$ cat src/rtl/iter_alu.sv
// Iterative ALU: single-cycle logic/arith ops plus a shift-add multiplier.
// One request in flight; result is held until the consumer takes it.
module iter_alu #(
    parameter int WIDTH  = 64,
    parameter bit MUL_EN = 1'b1
) (
    input  logic             clk,
    input  logic             rst,
    input  logic             in_valid,
    output logic             in_ready,
    input  logic [WIDTH-1:0] A,
    input  logic [WIDTH-1:0] B,
    input  logic [3:0]       OP,
    output logic             out_valid,
    input  logic             out_ready,
    output logic [WIDTH-1:0] O,
    output logic             Ovf,
    output logic             Zero,
    output logic             Ill
);

    localparam int CW = $clog2(WIDTH);

    typedef enum logic [1:0] {
        S_IDLE,
        S_MUL,
        S_DONE
    } state_t;

    state_t           state_q, state_d;
    logic [CW-1:0]    cnt_q, cnt_d;
    logic [2*WIDTH-1:0] acc_q, acc_d;
    logic [WIDTH-1:0] mcand_q, mcand_d;
    logic [WIDTH-1:0] o_q, o_d;
    logic             ovf_q, ovf_d;
    logic             zero_q, zero_d;
    logic             ill_q, ill_d;

    logic [WIDTH-1:0] sum, diff, alu_o;
    logic             alu_ovf, alu_ill, sub_ovf, is_mul;
    logic [WIDTH:0]   step_sum;
    logic [2*WIDTH-1:0] acc_step;

    always_comb begin
        sum     = A + B;
        diff    = A - B;
        sub_ovf = (A[WIDTH-1] ^ B[WIDTH-1]) & (diff[WIDTH-1] ^ A[WIDTH-1]);
        is_mul  = MUL_EN && (OP == 4'b1000);
        alu_o   = '0;
        alu_ovf = 1'b0;
        alu_ill = 1'b0;
        case (OP)
            4'b0000: alu_o = A & B;
            4'b0001: alu_o = A | B;
            4'b0010: begin
                alu_o   = sum;
                alu_ovf = ~(A[WIDTH-1] ^ B[WIDTH-1]) & (sum[WIDTH-1] ^ A[WIDTH-1]);
            end
            4'b0110: begin
                alu_o   = diff;
                alu_ovf = sub_ovf;
            end
            // sign of the true difference survives a wrapped subtraction
            4'b0111: alu_o = {{(WIDTH-1){1'b0}}, diff[WIDTH-1] ^ sub_ovf};
            4'b1100: alu_o = ~(A | B);
            default: alu_ill = 1'b1;
        endcase
    end

    // Upper half accumulates, lower half shifts out multiplier bits LSB first
    always_comb begin
        step_sum = {1'b0, acc_q[2*WIDTH-1:WIDTH]}
                 + (acc_q[0] ? {1'b0, mcand_q} : '0);
        acc_step = {step_sum, acc_q[WIDTH-1:1]};
    end

    always_comb begin
        state_d = state_q;
        cnt_d   = cnt_q;
        acc_d   = acc_q;
        mcand_d = mcand_q;
        o_d     = o_q;
        ovf_d   = ovf_q;
        zero_d  = zero_q;
        ill_d   = ill_q;
        case (state_q)
            S_IDLE: begin
                if (in_valid) begin
                    if (is_mul) begin
                        state_d = S_MUL;
                        cnt_d   = '0;
                        acc_d   = {{WIDTH{1'b0}}, B};
                        mcand_d = A;
                    end else begin
                        state_d = S_DONE;
                        o_d     = alu_o;
                        ovf_d   = alu_ovf;
                        zero_d  = (alu_o == '0);
                        ill_d   = alu_ill;
                    end
                end
            end
            S_MUL: begin
                acc_d = acc_step;
                cnt_d = cnt_q + CW'(1);
                if (cnt_q == CW'(WIDTH - 1)) begin
                    state_d = S_DONE;
                    o_d     = acc_step[WIDTH-1:0];
                    ovf_d   = |acc_step[2*WIDTH-1:WIDTH];
                    zero_d  = (acc_step[WIDTH-1:0] == '0);
                    ill_d   = 1'b0;
                end
            end
            S_DONE: begin
                if (out_ready) state_d = S_IDLE;
            end
            default: state_d = S_IDLE;
        endcase
    end

    always_ff @(posedge clk) begin
        if (rst) begin
            state_q <= S_IDLE;
            cnt_q   <= '0;
            acc_q   <= '0;
            mcand_q <= '0;
            o_q     <= '0;
            ovf_q   <= 1'b0;
            zero_q  <= 1'b0;
            ill_q   <= 1'b0;
        end else begin
            state_q <= state_d;
            cnt_q   <= cnt_d;
            acc_q   <= acc_d;
            mcand_q <= mcand_d;
            o_q     <= o_d;
            ovf_q   <= ovf_d;
            zero_q  <= zero_d;
            ill_q   <= ill_d;
        end
    end

    assign in_ready  = (state_q == S_IDLE);
    assign out_valid = (state_q == S_DONE);
    assign O         = o_q;
    assign Ovf       = ovf_q;
    assign Zero      = zero_q;
    assign Ill       = ill_q;

endmodule

$ cat config.mk
export PLATFORM = sky130hd
export DESIGN_NAME = iter_alu
export DESIGN_NICKNAME = d
export VERILOG_FILES = /design/src/rtl/iter_alu.sv
export SDC_FILE = /design/constraint.sdc
export NUM_CORES = 1
export LEC_CHECK = 0
export ABC_AREA = 1
export BUFFER_PORTS_ARGS = -buffer_cell sky130_fd_sc_hd__buf_4
export CAP_MARGIN = 40
export CORE_MARGIN = 2
export CORE_UTILIZATION = 26
export DETAILED_ROUTE_END_ITERATION = 10
export PLACE_DENSITY = 0.52
export SYNTH_ARGS = -nofsm -noshare
export SYNTH_HDL_FRONTEND = slang
export SYNTH_SLANG_ARGS = --single-unit
$ cat constraint.sdc
create_clock -name clk -period 5.5 [get_ports clk]
set_input_delay 1.375 -clock clk [delete_from_list [all_inputs] [get_ports clk]]
set_output_delay 1.375 -clock clk [all_outputs]
set_load 0.03 [all_outputs]
==> flow_summary.json <==
{
  "ys_seq_area_share_pct": 17.3,
  "slew_headroom_pct": 41.4,
  "cts_sinks": 267,
  "routed_wl_um": 170000,
  "fin_crit_sh_pct": 92.4,
  "clockBufferDepth": 3,
  "crit_arrival_ns": 5.63,
  "dp.final_hpwl_um": 145000,
  "grt_pass1_wl_um": 241000,
  "yosysMostFrequentCell": "nand2_1",
  "overflow": 0,
  "endpoint": "Zero$_SDFFE_PP0P_",
  "die_height_um": 349,
  "crit_top_cell": "nand2_1",
  "rsz0062_at_grt": "false",
  "min_period_ns": 5.08,
  "numPortBuffers": 204,
  "crit_type": "in -> reg",
  "grt_max_degree": 120,
  "synth_area_sq_um": 31000,
  "num_rows": 126,
  "synth_edf_count": 0,
  "ys_types": 50,
  "die_area_sq_um": 122000,
  "ir_worst_vdd_uv": 208,
  "vias_per_cell": 4.98,
  "skew_ns": 0.0352,
  "critPathMaxFanout": 5,
  "clkPwrFrac_pct": 35.2,
  "ctsHoldBuffers": 0,
  "final_max_slew_viol_count": 0,
  "fillers": 13534,
  "cts_tree": "yes",
  "reg2reg_from": "acc_q[0]$_SDFFE_PP0P_",
  "min_path_type": "reg -> reg",
  "critPathCaptureType": "flop",
  "critical_path_depth": 30,
  "post-place-ws_ns": -0.164,
  "yosys_warnings": 0,
  "clkTransAtPathRegs_ns": 0.06,
  "cap_viol_max_count": 0,
  "start_util_pct": 26.2,
  "power.density_nw_per_um2": 193,
  "ys_ff_latch": 267,
  "yosys-top-cells-count": "nand2_1, inv_1, nor2_1",
  "wire_per_inst_um": 22.7,
  "r2r_end": "Ovf$_SDFFE_PP0P_",
  "power_leakage_nw": 19.3,
  "timing.critical_path.buf_inv": 4,
  "async_reset_ff_share_pct": 0,
  "grt_pass1_vias": 35552,
  "io_pins": 205,
  "rr_worst_depth": 21,
  "grt_use_total_pct": 27.1,
  "drtIter0Drc": 3628,
  "switchingPower_mw": 2.90,
  "grt_antenna_before_repair": 10,
  "antenna_left": 0,
  "max_freq_ghz": 0.197,
  "switching_share_pct": 40.8,
  "syn_nets": 6034,
  "finalHoldViolations": 0,
  "root_buffer": "clkbuf_16",
  "cp-start-kind": "input port",
  "clk_latency_ns": 0.62,
  "setup_viol": 0,
  "p_seq_share_pct": 29.7,
  "worst_slew_pin_slew_ns": 0.879,
  "cpMaxStageDelayCell": "fa_1",
  "outcome": "finished clean",
  "cp-startpoint": "A[8]",
  "yosys.area.top_type_share_pct": 22.2,
  "syn_inst": 5619,
  "htree_levels": 2,
  "yosys.area.top_type": "nand2_1",
  "postCtsSetupBuffers": 0,
  "syn_avg_cell_area_sq_um": 5.51,
  "drive_above_1_share_pct": 10.5,
  "postCtsResizedCells": 0,
  "cp_top_family": "simple AND/OR/NAND/NOR gates",
  "gp_congestion": 1.02,
  "cts-buffers-inserted": 37,
  "dr.pass1.iters": 6,
  "synth.area.top_cells": "nand2_1, dfxtp_1, inv_1",
  "ys.flop_type": "dfxtp_1",
  "core_sq_um": 118000,
  "synthToLayoutAreaGrowth_pct": 18.7,
  "combPwrFrac_pct": 35.1,
  "vias": 37243,
  "intPower_mw": 4.21,
  "report.power.total_mw": 7.11,
  "die_w_um": 349,
  "drc_errors": 0,
  "critPathMaxStageDelay_ns": 0.53,
  "rrSetupSlack_ns": 1.05,
  "final_nets": 6333,
  "critPathRequiredTime_ns": 6.04,
  "setup_ws_ns": 0.415
}
[state kept, by name (all words and copies together) (netlist names)]
name and count:
Ill 1, O 64, Ovf 1, Zero 1, acc_q 128, cnt_q 6, mcand_q 64, state_q 2
[routing by layer]
layer / vias to the layer above / global-route usage (%) / routed length, um
met5: - / 0 / 0
met3: 215 / 3.25 / 11700
met2: 1378 / 43.6 / 75300
met1: 17335 / 37.2 / 76700
li1: 18315 / - / -
met4: 0 / 9.03 / 6090
[power by group through the flow]
stage	Sequential (mW)	Clock [mW]	Combinational (mW)
final	2.11	2.50	2.49
after global routing	2.12	2.61	2.68
after CTS	2.11	2.56	2.44
after detailed placement	2.15	0	2.43
after global placement	2.15	0	2.43
after floorplan	2.22	0	1.22
[cell families after synthesis]
group / synth area share [%]
AND/OR/NAND/NOR: 39.9
buffers and inverters: 14.7
AO/OA/AOI/OAI: 16.0
adder cells (fa/ha/maj): 11.4
flip-flops: 17.3
XOR/XNOR: 0.792
[worst min-delay path by stage]
stage	from	to	slack, ns	depth (start not counted)
3_3_place_gp	acc_q[66]$_SDFFE_PP0P_	acc_q[66]$_SDFFE_PP0P_	0.45	2
4_1_cts	acc_q[121]$_SDFFE_PP0P_	acc_q[121]$_SDFFE_PP0P_	0.47	2
2_1_floorplan	acc_q[66]$_SDFFE_PP0P_	acc_q[66]$_SDFFE_PP0P_	0.45	2
3_5_place_dp	acc_q[121]$_SDFFE_PP0P_	acc_q[121]$_SDFFE_PP0P_	0.46	2
6_report	acc_q[67]$_SDFFE_PP0P_	acc_q[67]$_SDFFE_PP0P_	0.47	2
5_1_grt	acc_q[66]$_SDFFE_PP0P_	acc_q[66]$_SDFFE_PP0P_	0.48	2
[layout make-up]
type / instances / area (sq um) / area share (%)
Multi-Input combinational cell: 4196 / 21100 / 57.5
Sequential cell: 267 / 5350 / 14.5
Inverter: 974 / 3660 / 9.97
Timing Repair Buffer: 442 / 3460 / 9.42
Tap cell: 1536 / 1920 / 5.23
Clock buffer: 45 / 1010 / 2.74
Clock inverter: 21 / 214 / 0.582
Antenna cell: 5 / 12.5 / 0.0340
[worst min-delay path, stage by stage, from the launching register on]
cell and delay [ns]:
dfxtp_1 0.31, nand2_1 0.06, a21oi_1 0.05
[metrics by stage]
stage	setup TNS, ns	std cells	hold slack [ns]	utilization (%)	cell area (sq um)
2_1_floorplan	0	5619	0.445	-	31000
3_3_place_gp	-0.140	7409	0.454	30.0	35400
3_5_place_dp	-0.164	7415	0.460	30.1	35500
4_1_cts	0	7481	0.471	31.1	36700
5_1_grt	0	7484	0.483	31.1	36700
6_report	0	7486	0.470	31.1	36700
[cells in the final DEF, fill, tap and decap left out, drive strengths merged, types with 22 or more instances in the layout]
| cell type | synthesis | routed |
|---|---|---|
| dfxtp | 267 | 267 |
| inv | 974 | 977 |
| nor4 | 22 | 22 |
| nand3 | 362 | 362 |
| xnor2 | 24 | 24 |
| a31oi | 131 | 131 |
| a221oi | 57 | 57 |
| o21bai | 27 | 27 |
| o21ai | 303 | 303 |
| nand2 | 1847 | 1847 |
| or2 | 32 | 32 |
| a21oi | 349 | 349 |
| nand4 | 51 | 51 |
| ha | 275 | 275 |
| buf | 87 | 442 |
| nor3 | 37 | 37 |
| nor2 | 625 | 625 |
| clkbuf | 95 | 45 |
Power figures use the tool's default switching activity.
